[src/rtl/sfq_capture_pkg.sv]
// Shared definitions for the SFQ toggle-capture stage: default sizes, the
// buffered event record and a power-of-two helper used for parameter checks.
package sfq_capture_pkg;

    localparam int TS_W_DEF   = 16;
    localparam int DEPTH_DEF  = 8;
    localparam int SYNC_N_DEF = 2;

    // One captured pulse as it sits in the event FIFO (default timestamp width).
    typedef struct packed {
        logic [TS_W_DEF-1:0] ts;
    } sfq_event_t;

    // True when n is a positive power of two; used to reject bad FIFO depths.
    function automatic bit is_pow2(input int n);
        return (n > 0) && ((n & (n - 1)) == 0);
    endfunction

endpackage : sfq_capture_pkg

[src/rtl/sfq_event_fifo.sv]
// Synchronous FIFO of pulse timestamps. Pointers carry one extra wrap bit so
// full and empty can be told apart. The head (rd_valid/rd_ts) is registered:
// data pushed into an empty FIFO becomes visible on the following cycle.
module sfq_event_fifo
    import sfq_capture_pkg::*;
#(
    parameter int TS_W  = TS_W_DEF,
    parameter int DEPTH = DEPTH_DEF
) (
    input  logic            clk,
    input  logic            rst,
    input  logic            push,
    input  logic [TS_W-1:0] push_ts,
    input  logic            pop,
    output logic            full,
    output logic            rd_valid,
    output logic [TS_W-1:0] rd_ts
);

    localparam int AW = $clog2(DEPTH);
    localparam int PW = AW + 1;

    if ((DEPTH < 2) || !is_pow2(DEPTH)) begin : g_depth_check
        $error("sfq_event_fifo: DEPTH must be a power of two and at least 2");
    end

    logic [TS_W-1:0] mem [DEPTH];
    logic [PW-1:0]   wr_ptr;
    logic [PW-1:0]   rd_ptr;
    logic [PW-1:0]   wr_ptr_nxt;
    logic [PW-1:0]   rd_ptr_nxt;
    logic            empty;
    logic            do_push;
    logic            do_pop;
    logic            head_valid_nxt;
    logic [TS_W-1:0] head_ts_nxt;

    assign empty   = (wr_ptr == rd_ptr);
    assign full    = (wr_ptr[AW] != rd_ptr[AW]) && (wr_ptr[AW-1:0] == rd_ptr[AW-1:0]);
    assign do_pop  = pop && !empty;
    assign do_push = push && (!full || do_pop);

    // Next pointers and next head; bypass the write data when the entry being
    // written this cycle is the one that becomes the head.
    always_comb begin
        wr_ptr_nxt     = do_push ? wr_ptr + PW'(1) : wr_ptr;
        rd_ptr_nxt     = do_pop  ? rd_ptr + PW'(1) : rd_ptr;
        head_valid_nxt = (wr_ptr_nxt != rd_ptr_nxt);
        head_ts_nxt    = '0;
        if (head_valid_nxt) begin
            if (do_push && (rd_ptr_nxt == wr_ptr)) begin
                head_ts_nxt = push_ts;
            end else begin
                head_ts_nxt = mem[rd_ptr_nxt[AW-1:0]];
            end
        end
    end

    // Storage array; contents need no reset because the pointers gate validity.
    always_ff @(posedge clk) begin
        if (!rst && do_push) begin
            mem[wr_ptr[AW-1:0]] <= push_ts;
        end
    end

    // Pointer and registered head update; reset discards everything queued.
    always_ff @(posedge clk) begin
        if (rst) begin
            wr_ptr   <= '0;
            rd_ptr   <= '0;
            rd_valid <= 1'b0;
            rd_ts    <= '0;
        end else begin
            wr_ptr   <= wr_ptr_nxt;
            rd_ptr   <= rd_ptr_nxt;
            rd_valid <= head_valid_nxt;
            rd_ts    <= head_ts_nxt;
        end
    end

endmodule : sfq_event_fifo

[src/rtl/sfq_toggle_capture.sv]
// Capture stage for a toggle-encoded SFQ line. Each transition of pulse_in is
// one pulse: the line is synchronised, compared against the mirrored cell
// level, and every accepted pulse is timestamped and queued for a checker.
module sfq_toggle_capture
    import sfq_capture_pkg::*;
#(
    parameter int TS_W   = TS_W_DEF,
    parameter int DEPTH  = DEPTH_DEF,
    parameter int SYNC_N = SYNC_N_DEF
) (
    input  logic            clk,
    input  logic            rst,
    input  logic            pulse_in,
    input  logic            enable,
    output logic            rd_valid,
    input  logic            rd_ready,
    output logic [TS_W-1:0] rd_ts,
    output logic            level,
    output logic [TS_W-1:0] pulse_cnt,
    output logic            overflow,
    input  logic            clear_ovf
);

    localparam int PCW = $clog2(SYNC_N + 1);

    if (SYNC_N < 2) begin : g_sync_check
        $error("sfq_toggle_capture: SYNC_N must be at least 2");
    end

    logic [SYNC_N-1:0] sync_q;
    logic              sync_out;
    logic [PCW-1:0]    prime_cnt;
    logic              sync_valid;
    logic              primed;
    logic [TS_W-1:0]   ts_cnt;
    logic              evt;
    logic              accept;
    logic              pop;
    logic              push;
    logic              drop;
    logic              fifo_full;

    assign sync_out   = sync_q[SYNC_N-1];
    assign sync_valid = (prime_cnt == PCW'(SYNC_N));
    assign evt        = primed && (sync_out != level);
    assign accept     = evt && enable;
    assign pop        = rd_valid && rd_ready;
    assign push       = accept && (!fifo_full || pop);
    assign drop       = accept && fifo_full && !pop;

    // Synchroniser chain bringing the asynchronous pulse line into clk.
    always_ff @(posedge clk) begin
        if (rst) begin
            sync_q <= '0;
        end else begin
            sync_q <= {sync_q[SYNC_N-2:0], pulse_in};
        end
    end

    // Counts cycles after reset until the chain holds a real sample of pulse_in.
    always_ff @(posedge clk) begin
        if (rst) begin
            prime_cnt <= '0;
        end else if (!sync_valid) begin
            prime_cnt <= prime_cnt + PCW'(1);
        end
    end

    // Level mirror: first valid sample primes it silently, later changes are events.
    always_ff @(posedge clk) begin
        if (rst) begin
            primed <= 1'b0;
            level  <= 1'b0;
        end else if (!primed) begin
            if (sync_valid) begin
                primed <= 1'b1;
                level  <= sync_out;
            end
        end else if (evt) begin
            level <= sync_out;
        end
    end

    // Free-running timestamp counter, wraps naturally at all-ones.
    always_ff @(posedge clk) begin
        if (rst) begin
            ts_cnt <= '0;
        end else begin
            ts_cnt <= ts_cnt + TS_W'(1);
        end
    end

    // Accepted-pulse counter, holds at all-ones instead of wrapping.
    always_ff @(posedge clk) begin
        if (rst) begin
            pulse_cnt <= '0;
        end else if (push && (pulse_cnt != '1)) begin
            pulse_cnt <= pulse_cnt + TS_W'(1);
        end
    end

    // Sticky overflow; a drop in the same cycle as clear_ovf keeps it set.
    always_ff @(posedge clk) begin
        if (rst) begin
            overflow <= 1'b0;
        end else if (drop) begin
            overflow <= 1'b1;
        end else if (clear_ovf) begin
            overflow <= 1'b0;
        end
    end

    sfq_event_fifo #(
        .TS_W  (TS_W),
        .DEPTH (DEPTH)
    ) u_fifo (
        .clk      (clk),
        .rst      (rst),
        .push     (push),
        .push_ts  (ts_cnt),
        .pop      (pop),
        .full     (fifo_full),
        .rd_valid (rd_valid),
        .rd_ts    (rd_ts)
    );

endmodule : sfq_toggle_capture
[config.mk]
export PLATFORM = sky130hd
export DESIGN_NAME = sfq_toggle_capture
export DESIGN_NICKNAME = d
export VERILOG_FILES = /design/src/rtl/sfq_capture_pkg.sv /design/src/rtl/sfq_event_fifo.sv /design/src/rtl/sfq_toggle_capture.sv
export SDC_FILE = /design/constraint.sdc
export NUM_CORES = 1
export LEC_CHECK = 0
export ABC_AREA = 1
export CAP_MARGIN = 5
export CORE_ASPECT_RATIO = 1.1
export CORE_UTILIZATION = 53
export DETAILED_ROUTE_END_ITERATION = 8
export GPL_ROUTABILITY_DRIVEN = 0
export PLACE_DENSITY = 0.72
export SETUP_SLACK_MARGIN = 0.5
export SKIP_CTS_REPAIR_TIMING = 1
export SLEW_MARGIN = 10
export SYNTH_ARGS = -nofsm -noshare
export SYNTH_HDL_FRONTEND = slang
export SYNTH_SLANG_ARGS = --single-unit
[constraint.sdc]
create_clock -name clk -period 3.1 [get_ports clk]
set_clock_uncertainty 0.05 [all_clocks]
set_input_delay 0.465 -clock clk [delete_from_list [all_inputs] [get_ports clk]]
set_output_delay 0.465 -clock clk [all_outputs]
set_load 0.01 [all_outputs]
# Word-level counts from Yosys, hierarchy flattened
# Memory sizes are Yosys's and may differ from the RTL's.
# Cells that the tools add are included.
word_totals:
  register_bits: 64
  mem_bits_rw: 128
  in_bits: 6
  output_inout_bits: 35
  mem_count: 1
mem_list:
  columns: ["memory", "words", "word_bits", "read_ports", "rd_clocked_by_memory_dff", "write_ports", "line_no", "rtl"]
  rows:
  - ["u_fifo.mem", 8, 16, 1, 0, 1, "sfq_event_fifo.sv:27", "logic [TS_W-1:0] mem [DEPTH];"]
op_classes:
  add_sub_neg: 5
  n_eq_ne: 9
  muxes: 12
  n_bitwise: 1
  reduce_logical: 22
ops:
  columns: ["op", "n"]
  rows:
  - ["$add A16 B1 Y16 const B", 2]
  - ["$mux W16", 1]
  - ["$ne A16 B16 Y1 const B", 1]
  - ["$logic_and A1 B1 Y1", 12]
  - ["$mux W1", 9]
  - ["$add A4 B1 Y4 const B", 2]
  - ["$eq A4 B4 Y1", 2]
  - ["$mux W4", 2]
  - ["$logic_not A1 Y1", 4]
  - ["$ne A4 B4 Y1", 1]
  - ["$reduce_bool A2 Y1", 2]
  - ["$eq A3 B3 Y1", 1]
  - ["$add A2 B1 Y2 const B", 1]
  - ["$eq A2 B2 Y1 const B", 1]
  - ["$logic_or A1 B1 Y1", 2]
  - ["$ne A1 B1 Y1", 2]
  - ["$ne A2 B1 Y1 const B", 1]
  - ["$reduce_and A2 Y1", 1]
  - ["$reduce_or A2 Y1", 1]
  - ["$not A1 Y1", 1]

# Longest topological paths before layout
depth:
  word_depth: 10
  mapped_depth: 16

# Hierarchy
# A second synthesis with hierarchy kept.
unflattened:
  hier_cells: 925
  area_unflattened_um2: 8563.2
by_module_without_submodules:
  columns: ["mod", "instances", "cells_each", "area_each_um2", "seq_area_each_um2"]
  rows:
  - ["sfq_event_fifo", 1, 636, 6562.5, 4344.2]
  - ["sfq_toggle_capture", 1, 289, 2000.7, 780.7]

# Worst setup path after synthesis
# Ideal clock, no wire load.
synth_timing:
  path_type: "register -> register"
  startpoint: "register u_fifo.rd_ptr[2]"
  endpoint: "memory u_fifo.mem[0][0] (netlist name), enable pin"
  setup_ns: 0.409
  arrival_time_ns: 2.320
  required_ns: 2.641
  setup_slack_ns: 0.321
  stages_incl_launch_ff: 9
  period_less_slack_ns: 2.779
  cell_sequence: "dfxtp_1 -> nand2_1 -> nand2_2 -> nor2_1 -> nand3_1 -> nand2_2 -> inv_1 -> nand2_1 -> nor3_1"
synth_via:
  elab_chain_cells: 9
synth_rtl:
  columns: ["item", "line_no", "rtl"]
  rows:
  - ["start: declaration", "sfq_event_fifo.sv:29", "logic [PW-1:0] rd_ptr;"]
  - ["start signal: assignment", "sfq_event_fifo.sv:75", "rd_ptr <= rd_ptr_nxt;"]
  - ["$eq A3 B3 Y1", "sfq_event_fifo.sv:39", "assign full = (wr_ptr[AW] != rd_ptr[AW]) && (wr_ptr[AW-1:0] == rd_ptr[AW-1:0]);"]
  - ["$logic_and A1 B1 Y1", "sfq_event_fifo.sv:39", null]
  - ["$logic_not A1 Y1", "sfq_event_fifo.sv:41, sfq_toggle_capture.sv:48", null]
  - ["$logic_or A1 B1 Y1", "sfq_toggle_capture.sv:48", "assign push = accept && (!fifo_full || pop);"]
  - ["$logic_and A1 B1 Y1", "sfq_toggle_capture.sv:48", null]
  - ["$logic_and A1 B1 Y1 *", "sfq_event_fifo.sv:41", "assign do_push = push && (!full || do_pop);"]
  - ["$logic_and A1 B1 Y1 *", "sfq_event_fifo.sv:61", "if (!rst && do_push) begin"]
  - ["$mux W1 *", "sfq_event_fifo.sv:61", null]
  - ["$mux W1 (not written as such) *", "sfq_event_fifo.sv:62", "mem[wr_ptr[AW-1:0]] <= push_ts;"]
  - ["end: declaration", "sfq_event_fifo.sv:27", null]
# Every way passes the cells marked *; elsewhere a longest branch is shown, timed or not.

# Worst setup path after layout
layout_timing:
  startpoint: "register u_fifo.rd_ptr[0]"
  endpoint: "register u_fifo.rd_ts[14]"
layout_via:
  elab_chain_cells: 10
layout_rtl:
  columns: ["item", "line_no", "rtl"]
  rows:
  - ["parallel branches: the longest is 10 deep, another holds $mem_v2 Z8 W16", null, null]
  - ["end signal: assignment", "sfq_event_fifo.sv:77", "rd_ts <= head_ts_nxt;"]
  - ["end: declaration", "sfq_event_fifo.sv:17", "output logic [TS_W-1:0] rd_ts"]
# Parallel ways; which one is timed is not known.
# A chain may end at the register's enable or synchronous reset.

==> flow_summary.yaml <==
min_path:
  hold_path_end: "sync_q[1]$_SDFF_PP0_"
  holdCritStartpoint: "sync_q[0]$_SDFF_PP0_"
  hold_class: "flip-flop to flip-flop"
  min_path_cells: 2
placed_design:
  io_buffers: 40
  place_area_um2: 8896
  hpwl_mm: 11.00
timing:
  min_period_over_period_pct: 78.10
  slew_headroom_pct: 70.76
  max_freq_mhz: 413.1
  hold_viol_final: 0
  fin_tns_setup_ps: 0
  worstMarginPinSlew_ps: 438.0
  slew_viol_final: 0
  finalCriticalPeriod_ps: 2421
  rsz0062_at_grt: "no"
  setup_viol: 0
routing:
  routedWlPerCell_um: 16.68
  vias: 6033
  firstDrtPassIters: 5
  drt_wl_total_mm: 18.51
  vias_per_cell: 5.435
  antenna_left: 0
  drtIter0Drc: 480
  drc: 0
logic_synthesis:
  synth.top_cells.by_count: "nand2_1 (221), edfxtp_1 (128), nand3_1 (121), nor2_1 (81), dfxtp_1 (64)"
  yosysMostFrequentCell: "nand2_1"
  synth_nets: 861
  synth_top_cell_by_area: "edfxtp_1"
  postSynthAreaPerCell_um2: 9.633
  syn_area_um2: 8188
  synth-main-ff-cell: "edfxtp_1"
  synthTopCellsByArea: "edfxtp_1 (47%), dfxtp_1 (16%), nand2_1 (10%), nand3_1 (7.4%), nor2_1 (3.7%)"
  async_flop_share_pct: 0
  netlist.area_leader.share_pct: 46.94
  synth_cell_types: 34
  yosysSeqAreaShare_pct: 62.59
  synth_edf_count: 128
  synth-seq-cells: 192
  synth_cells: 850
  yosysWarningCount: 0
final_layout:
  num_antenna_cells: 0
  drive_above_1_share_pct: 10.28
  stdcell_area_um2: 9558
  area.growth.synth_to_final_pct: 16.73
  final_nets: 912
  nFillCells: 1293
setup_path:
  r2r_cells: 15
  worstPathMaxFanout: 16
  cp_cell_sequence: "inv_1 -> nand2_1 -> nand2_2 -> nor2_4 -> nand2_4 -> nand2_4 -> nand2_1 -> nand2_1 -> buf_4 -> nand3_1 -> nand2_1 -> nor2_2 -> nand2_4 -> nand2_1 -> a21oi_2"
  crit_top_cell: "nand2_1"
  cp.required_ps: 3410
  critPathSlowestCell: "dfxtp_1"
  r2r-end: "u_fifo.rd_ts[14]$_SDFF_PP0_"
  slowest_delay_ps: 440
  end_kind: "flip-flop"
  r2r-start: "u_fifo.rd_ptr[0]$_SDFF_PP0_"
  cp.arrival_ps: 2730
  path_class: "flip-flop to flip-flop"
  startpoint_type: "flip-flop"
  rrSetupSlack_ps: 680
  cp.buffers_inverters: 2
  cp_top_family: "simple AND/OR/NAND/NOR gates"
die:
  die_area_um2: 15950
  ios: 41
  start_util_pct: 54.39
  die_h_um: 132.4
  rows: 47
  core_um2: 15050
  dieWidth_um: 120.5
clock_network:
  htreeDepth: 4
  cts_root_buf: "clkbuf_16"
  clockBufferDepth: 2
  cts_tree: "done"
  clkTransAtPathRegs_ps: 70
  clkSinkCount: 192
  clock_latency_ps: 430
  cts_made_buffers: 17
power_and_ir_drop:
  p_leak_nw: 3.613
  p_per_area_nw_per_um2: 547.0
  vdd_drop_max_mv: 0.3407
grt:
  grt_pass1_wl_mm: 29.90
  grt_max_degree: 64
  grt_usage_pct: 24.75
  grt-ovfl-total: 0
  antenna_found_initial: 0
  grt_pass1_vias: 5853
job:
  drv_cap: 0
run_status:
  outcome: "completed"
through the flow:
step           std cells  util, %  power [W]  hold slack [ps]  setup slack (ps)
3_5_place_dp        1075    59.09   0.003021            352.8             346.7
6_report            1110    63.49   0.005228            359.1             679.0
3_3_place_gp        1075    59.09   0.003011            346.3             375.2
5_1_grt             1110    63.49   0.005373            389.7             514.0
2_1_floorplan        850        -   0.002947            338.3             320.6
4_1_cts             1107    63.26   0.005244            362.4             565.2
power breakdown:
| part | switching [W] | internal [W] | total (W) |
|---|---|---|---|
| Combinational | 0.000124 | 0.0000800 | 0.000204 |
| Clock | 0.000931 | 0.00133 | 0.00226 |
| Sequential | 0.0000293 | 0.00274 | 0.00277 |
| Total | 0.00108 | 0.00414 | 0.00523 |
worst max path at each step:
stage	depth (start not counted)	slack, ps	end	from
global placement	12	380	u_fifo.rd_ts[10]$_SDFF_PP0_	rd_ready
CTS	15	570	u_fifo.rd_ts[10]$_SDFF_PP0_	u_fifo.wr_ptr[0]$_SDFF_PP0_
detailed placement	13	350	u_fifo.rd_ts[10]$_SDFF_PP0_	rd_ready
floorplan	8	320	u_fifo.mem[0][0]$_DFFE_PP_	u_fifo.rd_ptr[2]$_SDFF_PP0_
global route	14	510	u_fifo.rd_ts[1]$_SDFF_PP0_	u_fifo.rd_ptr[0]$_SDFF_PP0_
finish	15	680	u_fifo.rd_ts[14]$_SDFF_PP0_	u_fifo.rd_ptr[0]$_SDFF_PP0_
registers in the layout, indices dropped and copies added, names as in the netlist:
name and cells:
prime_cnt 2, u_fifo.rd_ts 16, u_fifo.rd_ptr 4, ts_cnt 16, pulse_cnt 16, primed 1
sync_q 2, u_fifo.rd_valid 1, u_fifo.wr_ptr 4, overflow 1, level 1, u_fifo.mem 128
cells in the final DEF (no fill, tap or decap), drive strengths merged:
cell type	Yosys	final
clkbuf	3	23
nor3	19	19
inv	59	63
nand3b	6	6
nand3	125	125
buf	28	23
nor2	85	85
a21oi	49	49
bufinv	0	1
edfxtp	128	128
nor3b	1	1
clkdlybuf4s50	0	40
nand2	235	235
nand4	6	6
dfxtp	64	64
nor4	2	2
o21bai	1	1
o21ai	26	26
ha	5	5
and3	2	2
a21o	1	1
o21a	2	2
xor2	2	2
clkinv	1	5
layer usage:
| layer | share of wire (%) | up-vias | GRT usage [%] |
|---|---|---|---|
| li1 | - | 2967 | - |
| met1 | 42 | 2862 | 30.51 |
| met2 | 51 | 173 | 42.59 |
| met3 | 5.1 | 31 | 4.325 |
| met4 | 2.1 | 0 | 10.63 |
| met5 | 0 | - | 0 |
kinds of logic (layout without fill, tap and decap cells):
group / after synthesis / count (layout) / synth area share [%]
buffers and inverters: 91 / 155 / 5.012
DFF: 192 / 192 / 62.59
adders and majority gates: 5 / 5 / 0.7641
AOI/OAI and AO/OA: 79 / 79 / 4.997
xor gates and xnor gates: 2 / 2 / 0.4432
and+or+nand+nor: 481 / 481 / 26.19
cell type report:
cell class | instances | area, um2 | share of cell area (%)
Clock buffer | 23 | 543.0 | 5.681
Inverter | 60 | 225.2 | 2.356
Clock inverter | 9 | 85.08 | 0.8902
Tap cell | 196 | 245.2 | 2.566
Sequential cell | 192 | 5131 | 53.69
Multi-Input combinational cell | 567 | 2693 | 28.17
Timing Repair Buffer | 63 | 635.6 | 6.650
worst reg2reg max path, delay by kind of cell (launching register included):
kind,cells,cell delay [ps]
flip-flops,1,440
AND/OR/NAND/NOR,12,1340
AO/OA/AOI/OAI,1,140
buffers and inverters,2,360
Note: power is estimated with default switching activity, not from simulation.
